$ cat src/rtl/reg_mm_pkg.sv
// rtl/reg_mm_pkg.sv - shared types and constants for the register-bus arbiter
package reg_mm_pkg;

  typedef enum logic [1:0] {
    IDLE    = 2'd0,
    ISSUE   = 2'd1,
    WAIT_RD = 2'd2
  } state_t;

  // Read data returned to a master whose read was never answered by the slave.
  localparam logic [31:0] DEADBEEF = 32'hDEAD_BEEF;

  localparam int TIMER_W = 16;

endpackage

$ cat src/rtl/rr_arbiter.sv
// rtl/rr_arbiter.sv - round-robin pick starting one past the last granted index
module rr_arbiter #(
  parameter int N  = 2,
  parameter int IW = $clog2(N)
) (
  input  logic [N-1:0]  req,
  input  logic [IW-1:0] last_grant,
  output logic [IW-1:0] grant,
  output logic          grant_valid
);

  int idx;

  // Walk from the farthest candidate back to the nearest so the nearest requester wins.
  always_comb begin
    grant       = '0;
    grant_valid = 1'b0;
    idx         = 0;
    for (int k = N; k >= 1; k--) begin
      idx = int'(last_grant) + k;
      if (idx >= N) idx = idx - N;
      if (req[idx]) begin
        grant       = IW'(idx);
        grant_valid = 1'b1;
      end
    end
  end

endmodule

$ cat src/rtl/reg_mm_arbiter.sv
// rtl/reg_mm_arbiter.sv - shares one Avalon-MM register slave among several masters,
// one outstanding transaction at a time, with a read-response timeout.
module reg_mm_arbiter
  import reg_mm_pkg::*;
#(
  parameter int NUM_MASTERS = 2,
  parameter int ADDR_W      = 16,
  parameter int DATA_W      = 32,
  parameter int RD_TIMEOUT  = 255
) (
  input  logic                                clk,
  input  logic                                rst_n,
  input  logic [NUM_MASTERS-1:0][ADDR_W-1:0]  m_address,
  input  logic [NUM_MASTERS-1:0]              m_read,
  input  logic [NUM_MASTERS-1:0]              m_write,
  input  logic [NUM_MASTERS-1:0][DATA_W-1:0]  m_writedata,
  output logic [NUM_MASTERS-1:0][DATA_W-1:0]  m_readdata,
  output logic [NUM_MASTERS-1:0]              m_readdatavalid,
  output logic [NUM_MASTERS-1:0]              m_waitrequest,
  output logic [ADDR_W-1:0]                   s_address,
  output logic                                s_read,
  output logic                                s_write,
  output logic [DATA_W-1:0]                   s_writedata,
  input  logic [DATA_W-1:0]                   s_readdata,
  input  logic                                s_readdatavalid,
  input  logic                                s_waitrequest,
  output logic                                rd_timeout_err
);

  localparam int IW = $clog2(NUM_MASTERS);
  localparam logic [DATA_W-1:0]  TIMEOUT_DATA = DATA_W'(DEADBEEF);
  localparam logic [TIMER_W-1:0] TIMER_LIMIT  = TIMER_W'(RD_TIMEOUT);

  state_t               state;
  logic [IW-1:0]        grant_q;
  logic [IW-1:0]        last_grant;
  logic [IW-1:0]        rr_grant;
  logic                 rr_valid;
  logic [TIMER_W-1:0]   timer;
  logic                 rd_expired;
  logic                 accept;
  logic                 rd_data;
  logic                 rd_tmo;

  rr_arbiter #(.N(NUM_MASTERS), .IW(IW)) u_rr (
    .req         (m_read | m_write),
    .last_grant  (last_grant),
    .grant       (rr_grant),
    .grant_valid (rr_valid)
  );

  assign rd_expired = (timer == TIMER_LIMIT);

  always_ff @(posedge clk) begin
    if (!rst_n) begin
      state       <= IDLE;
      last_grant  <= IW'(NUM_MASTERS - 1);
      grant_q     <= '0;
      timer       <= '0;
      s_read      <= 1'b0;
      s_write     <= 1'b0;
      s_address   <= '0;
      s_writedata <= '0;
    end else begin
      case (state)
        IDLE: begin
          if (rr_valid) begin
            grant_q     <= rr_grant;
            last_grant  <= rr_grant;
            // A master raising both strobes is served as a write.
            s_write     <= m_write[rr_grant];
            s_read      <= !m_write[rr_grant];
            s_address   <= m_address[rr_grant];
            s_writedata <= m_writedata[rr_grant];
            state       <= ISSUE;
          end
        end
        ISSUE: begin
          if (!s_waitrequest) begin
            s_read  <= 1'b0;
            s_write <= 1'b0;
            timer   <= '0;
            state   <= s_read ? WAIT_RD : IDLE;
          end
        end
        WAIT_RD: begin
          if (s_readdatavalid || rd_expired) state <= IDLE;
          else                               timer <= timer + 1'b1;
        end
        default: state <= IDLE;
      endcase
    end
  end

  // Responses are combinational so a master is released in the acceptance cycle itself;
  // gating with rst_n keeps them quiet while reset is held.
  always_comb begin
    accept         = rst_n && (state == ISSUE) && !s_waitrequest;
    rd_data        = rst_n && (state == WAIT_RD) && s_readdatavalid;
    rd_tmo         = rst_n && (state == WAIT_RD) && !s_readdatavalid && rd_expired;
    rd_timeout_err = rd_tmo;
    for (int i = 0; i < NUM_MASTERS; i++) begin
      m_waitrequest[i]   = 1'b1;
      m_readdatavalid[i] = 1'b0;
      m_readdata[i]      = '0;
      if (grant_q == IW'(i)) begin
        m_waitrequest[i]   = !accept;
        m_readdatavalid[i] = rd_data || rd_tmo;
        if (rd_data)     m_readdata[i] = s_readdata;
        else if (rd_tmo) m_readdata[i] = TIMEOUT_DATA;
      end
    end
  end

endmodule
$ cat config.mk
export PLATFORM = sky130hd
export DESIGN_NAME = reg_mm_arbiter
export DESIGN_NICKNAME = d
export VERILOG_FILES = /design/src/rtl/reg_mm_pkg.sv /design/src/rtl/rr_arbiter.sv /design/src/rtl/reg_mm_arbiter.sv
export SDC_FILE = /design/constraint.sdc
export NUM_CORES = 1
export LEC_CHECK = 0
export ABC_AREA = 1
export CORE_ASPECT_RATIO = 0.9
export CORE_MARGIN = 2
export CORE_UTILIZATION = 38
export CTS_CLUSTER_SIZE = 8
export DETAILED_ROUTE_END_ITERATION = 7
export GPL_ROUTABILITY_DRIVEN = 0
export PLACE_DENSITY = 0.84
export SLEW_MARGIN = 0
export SYNTH_ARGS = -nofsm -noshare
export SYNTH_HDL_FRONTEND = slang
export SYNTH_SLANG_ARGS = --single-unit
$ cat constraint.sdc
create_clock -name clk -period 2.2 [get_ports clk]
set_clock_uncertainty 0.15 [all_clocks]
set_input_delay 0.44 -clock clk [delete_from_list [all_inputs] [get_ports clk]]
set_output_delay 0.44 -clock clk [all_outputs]
set_load 0.01 [all_outputs]
==> impl_results.md <==
* DRC viols at 0
* Fin util at 0.727
* NumNets Final at 1069
* LEAKAGE at 3.55 nW
* Post-DP Area at 7110 um2
* CP endpoint kind: output pin
* Setup Crit Path Kind: reg2out
* Die Y at 103 um
* Post-Syn Area at 4100 um2
* Largest net degree at the start of global routing at 54
* Post-synthesis sequential area ratio at 0.342
* Worst path top cell family by delay: buffers and inverters
* CP Depth at 11
* Initial antenna violation count at 0
* Fmax achieved at 402 MHz
* Crit Path Max Fanout at 7
* DR iter-0 viols at 227
* R2R depth at 14
* Hold Path Class: reg2reg
* Violated checks: negative setup slack
* Overall routing resource usage at 0.245
* Clk slew on worst S/H paths at 60 ps
* Vias per cell at 4.93
* TritonCTS buffer count at 9
* Mean Syn Cell Area at 6.31 um2
* Fillers at 823
* H-Tree Level Count at 3
* Status: finished, violations left
* Final count of pins violating max slew at 0
* Wirelength, routed at 14.9 mm
* CTS Buffer Depth at 2
* Final hold viol count at 0
* Mapped Nets at 786
* Initial core utilization at 0.395
* Final Cell Area at 7540 um2
* Setup_tns at -9970 ps
* Worst path bufs/invs at 5
* Post-DP HPWL at 10.6 mm
* Slowest stage cell, crit path: dfxtp_2
* Yosys warning total at 0
* WHS at 323 ps
* # rows at 35
* DR WL/cell at 14.0 um
* IO buf count at 254
* Setup violators final at 51
* Number of global-route vias before repair at 5074
* DR pass1 iterations at 5
* Final period util at 1.13
* IO Pins at 255
* First-pass GRT wire length at 23.5 mm
* Antenna viol nets, final at 0
* Critical Path RT at 1610 ps
* Cts hold-fix bufs at 0
* Clk sinks at 70
* Mapped Cells at 649
* Type of origin of the critical path: flip-flop
* Worst-margin pin slew at 572 ps
* Core area at 10400 um2
* TritonCTS clock tree: built
* CP max stage delay at 350 ps
* Critical path, cell by cell: ha_4 -> nand2_4 -> nor2_4 -> nand2_2 -> inv_2 -> nand4_4 -> buf_12 -> buf_16 -> buf_8 -> a21oi_2 -> buf_2
* RSZ-0062 raised after global routing: yes
* Unique masters post-synth at 30
* Worst-Skew Late Latency at 320 ps
* CP arrival at 1900 ps
* Hold Path Depth at 2
* PwrDens at 537 nW/um2
* Die area at 11600 um2
* Peak supply drop at 0.434 mV
* Final worst setup slack at -286 ps
* # diodes at 0
* Slew HR at 0.618
* Yosys reg bits at 70
* MaxCap Viol Count at 0
* Gr ovfl total at 0
* Width of the chip at 113 um
* P&R area growth vs syn at 84.1%
* Via count at 5257
* Fin crit period at 2490 ps
* CTS root buf: clkbuf_16
* Layout cells sized above 1 at 0.226
==> cell usage after synthesis <==
master    number  area (um2)
nand2_1      193         724
inv_1         79         297
dfxtp_1       70        1400
nand3_1       66         330
a21oi_1       65         325
o211ai_1      49         368
nor2_1        32         120
clkbuf_1      26        97.6
nor3_1        18        90.1
buf_2         14        70.1
inv_2          9        33.8
buf_6          3        33.8
nand2_2        3        18.8
nor2_2         3        18.8
buf_1          2        7.51
nand4_1        2        12.5
o21ai_0        2        10.0
clkinv_1       1        3.75
ha_1           1        12.5
nand2_4        1        11.3
nand3_4        1        17.5
nand4_2        1        12.5
nor2_4         1        11.3
nor2_8         1        20.0
o21ai_1        1        5.00
o21bai_1       1        7.51
o22ai_2        1        12.5
o31ai_1        1        7.51
xnor2_1        1        8.76
xor2_1         1        8.76
==> per-layer routing <==
metal / global-route usage / routed length, um
met1: 0.288 / 6080
met2: 0.445 / 7510
met3: 0.0617 / 1060
met4: 0.0732 / 256
met5: 0 / 0
==> sequential cells by signal (all words and copies together), names as in the netlist <==
| name | count |
|---|---|
| s_writedata | 32 |
| s_address | 16 |
| timer | 16 |
| state | 2 |
| grant_q | 1 |
| last_grant | 1 |
| s_read | 1 |
| s_write | 1 |
==> through the flow <==
step	power, W	std cells	setup slack (ps)
2_1_floorplan	0.00196	649	122
3_3_place_gp	0.00260	1037	-514
3_5_place_dp	0.00261	1037	-514
4_1_cts	0.00408	1063	-299
5_1_grt	0.00426	1066	-417
6_report	0.00405	1066	-286
==> power by group <==
part	total, W	internal [W]	switching (W)
Combinational	0.00115	0.000619	0.000529
Sequential	0.00146	0.00139	0.0000692
Clock	0.00145	0.000885	0.000560
Total	0.00405	0.00289	0.00116
==> tightest hold or removal path, stage by stage (launching register included) <==
cell     delay [ps]
dfxtp_1         310
nand2_1          60
a21oi_1          50
==> what timing repair did <==
action | 4_1_cts | 5_1_grt
pin swaps | 3 | 3
setup buffers | 6 | 3
endpoints found under the setup margin | 69 | 58
gates resized for setup | 326 | 23
cloned | 4 | 0
==> path summary, 6_finish.rpt <==
check	endpoint	slack, ps	start
worst max-delay path	m_readdata[26]	-290	timer[0]$_SDFFE_PN0P_
worst min register to register	s_write$_SDFFE_PN0P_	320	s_write$_SDFFE_PN0P_
worst max register to register	timer[2]$_SDFFE_PN0P_	340	timer[0]$_SDFFE_PN0P_
worst min-delay path	s_write$_SDFFE_PN0P_	320	s_write$_SDFFE_PN0P_
==> cells by family (layout without fill, tap and decap cells) <==
logic type / after synthesis / after routing / synth area share
flops: 70 / 70 / 0.342
simple gates: 322 / 322 / 0.339
fa+ha+maj: 1 / 1 / 0.00305
compound gates: 120 / 120 / 0.180
buf+inv: 134 / 422 / 0.133
xor+xnor: 2 / 2 / 0.00428
==> layout make-up <==
type | count | area [um2] | share of cell area
multi-input combinational | 445 | 2390 | 0.316
sequential | 70 | 1400 | 0.186
clock inverter | 6 | 71.3 | 0.00945
tap | 129 | 161 | 0.0214
timing repair buffer | 317 | 2960 | 0.392
inverter | 89 | 335 | 0.0444
clock buffer | 10 | 229 | 0.0303
==> cells in the final DEF (no fill, tap or decap), types with 2 or more instances in the layout <==
| cell | n |
|---|---|
| nand4_1 | 2 |
| o21ai_0 | 2 |
| a21oi_2 | 29 |
| clkdlybuf4s50_1 | 184 |
| nand2_2 | 3 |
| nor2_4 | 3 |
| buf_8 | 2 |
| a21oi_1 | 32 |
| o211ai_1 | 49 |
| buf_16 | 4 |
| clkinv_4 | 2 |
| buf_4 | 43 |
| clkinvlp_4 | 2 |
| dfxtp_2 | 2 |
| nor2_1 | 30 |
| inv_2 | 10 |
| nand3_1 | 66 |
| buf_6 | 7 |
| nand2_4 | 3 |
| buf_12 | 12 |
| inv_1 | 78 |
| nor3_1 | 15 |
| nand2_1 | 191 |
| buf_2 | 63 |
| nor2_2 | 3 |
| clkbuf_16 | 9 |
| dlygate4sd2_1 | 2 |
| dfxtp_1 | 68 |
| a21oi_4 | 4 |
| nor3_2 | 2 |
Power figures use the tool's default switching activity.
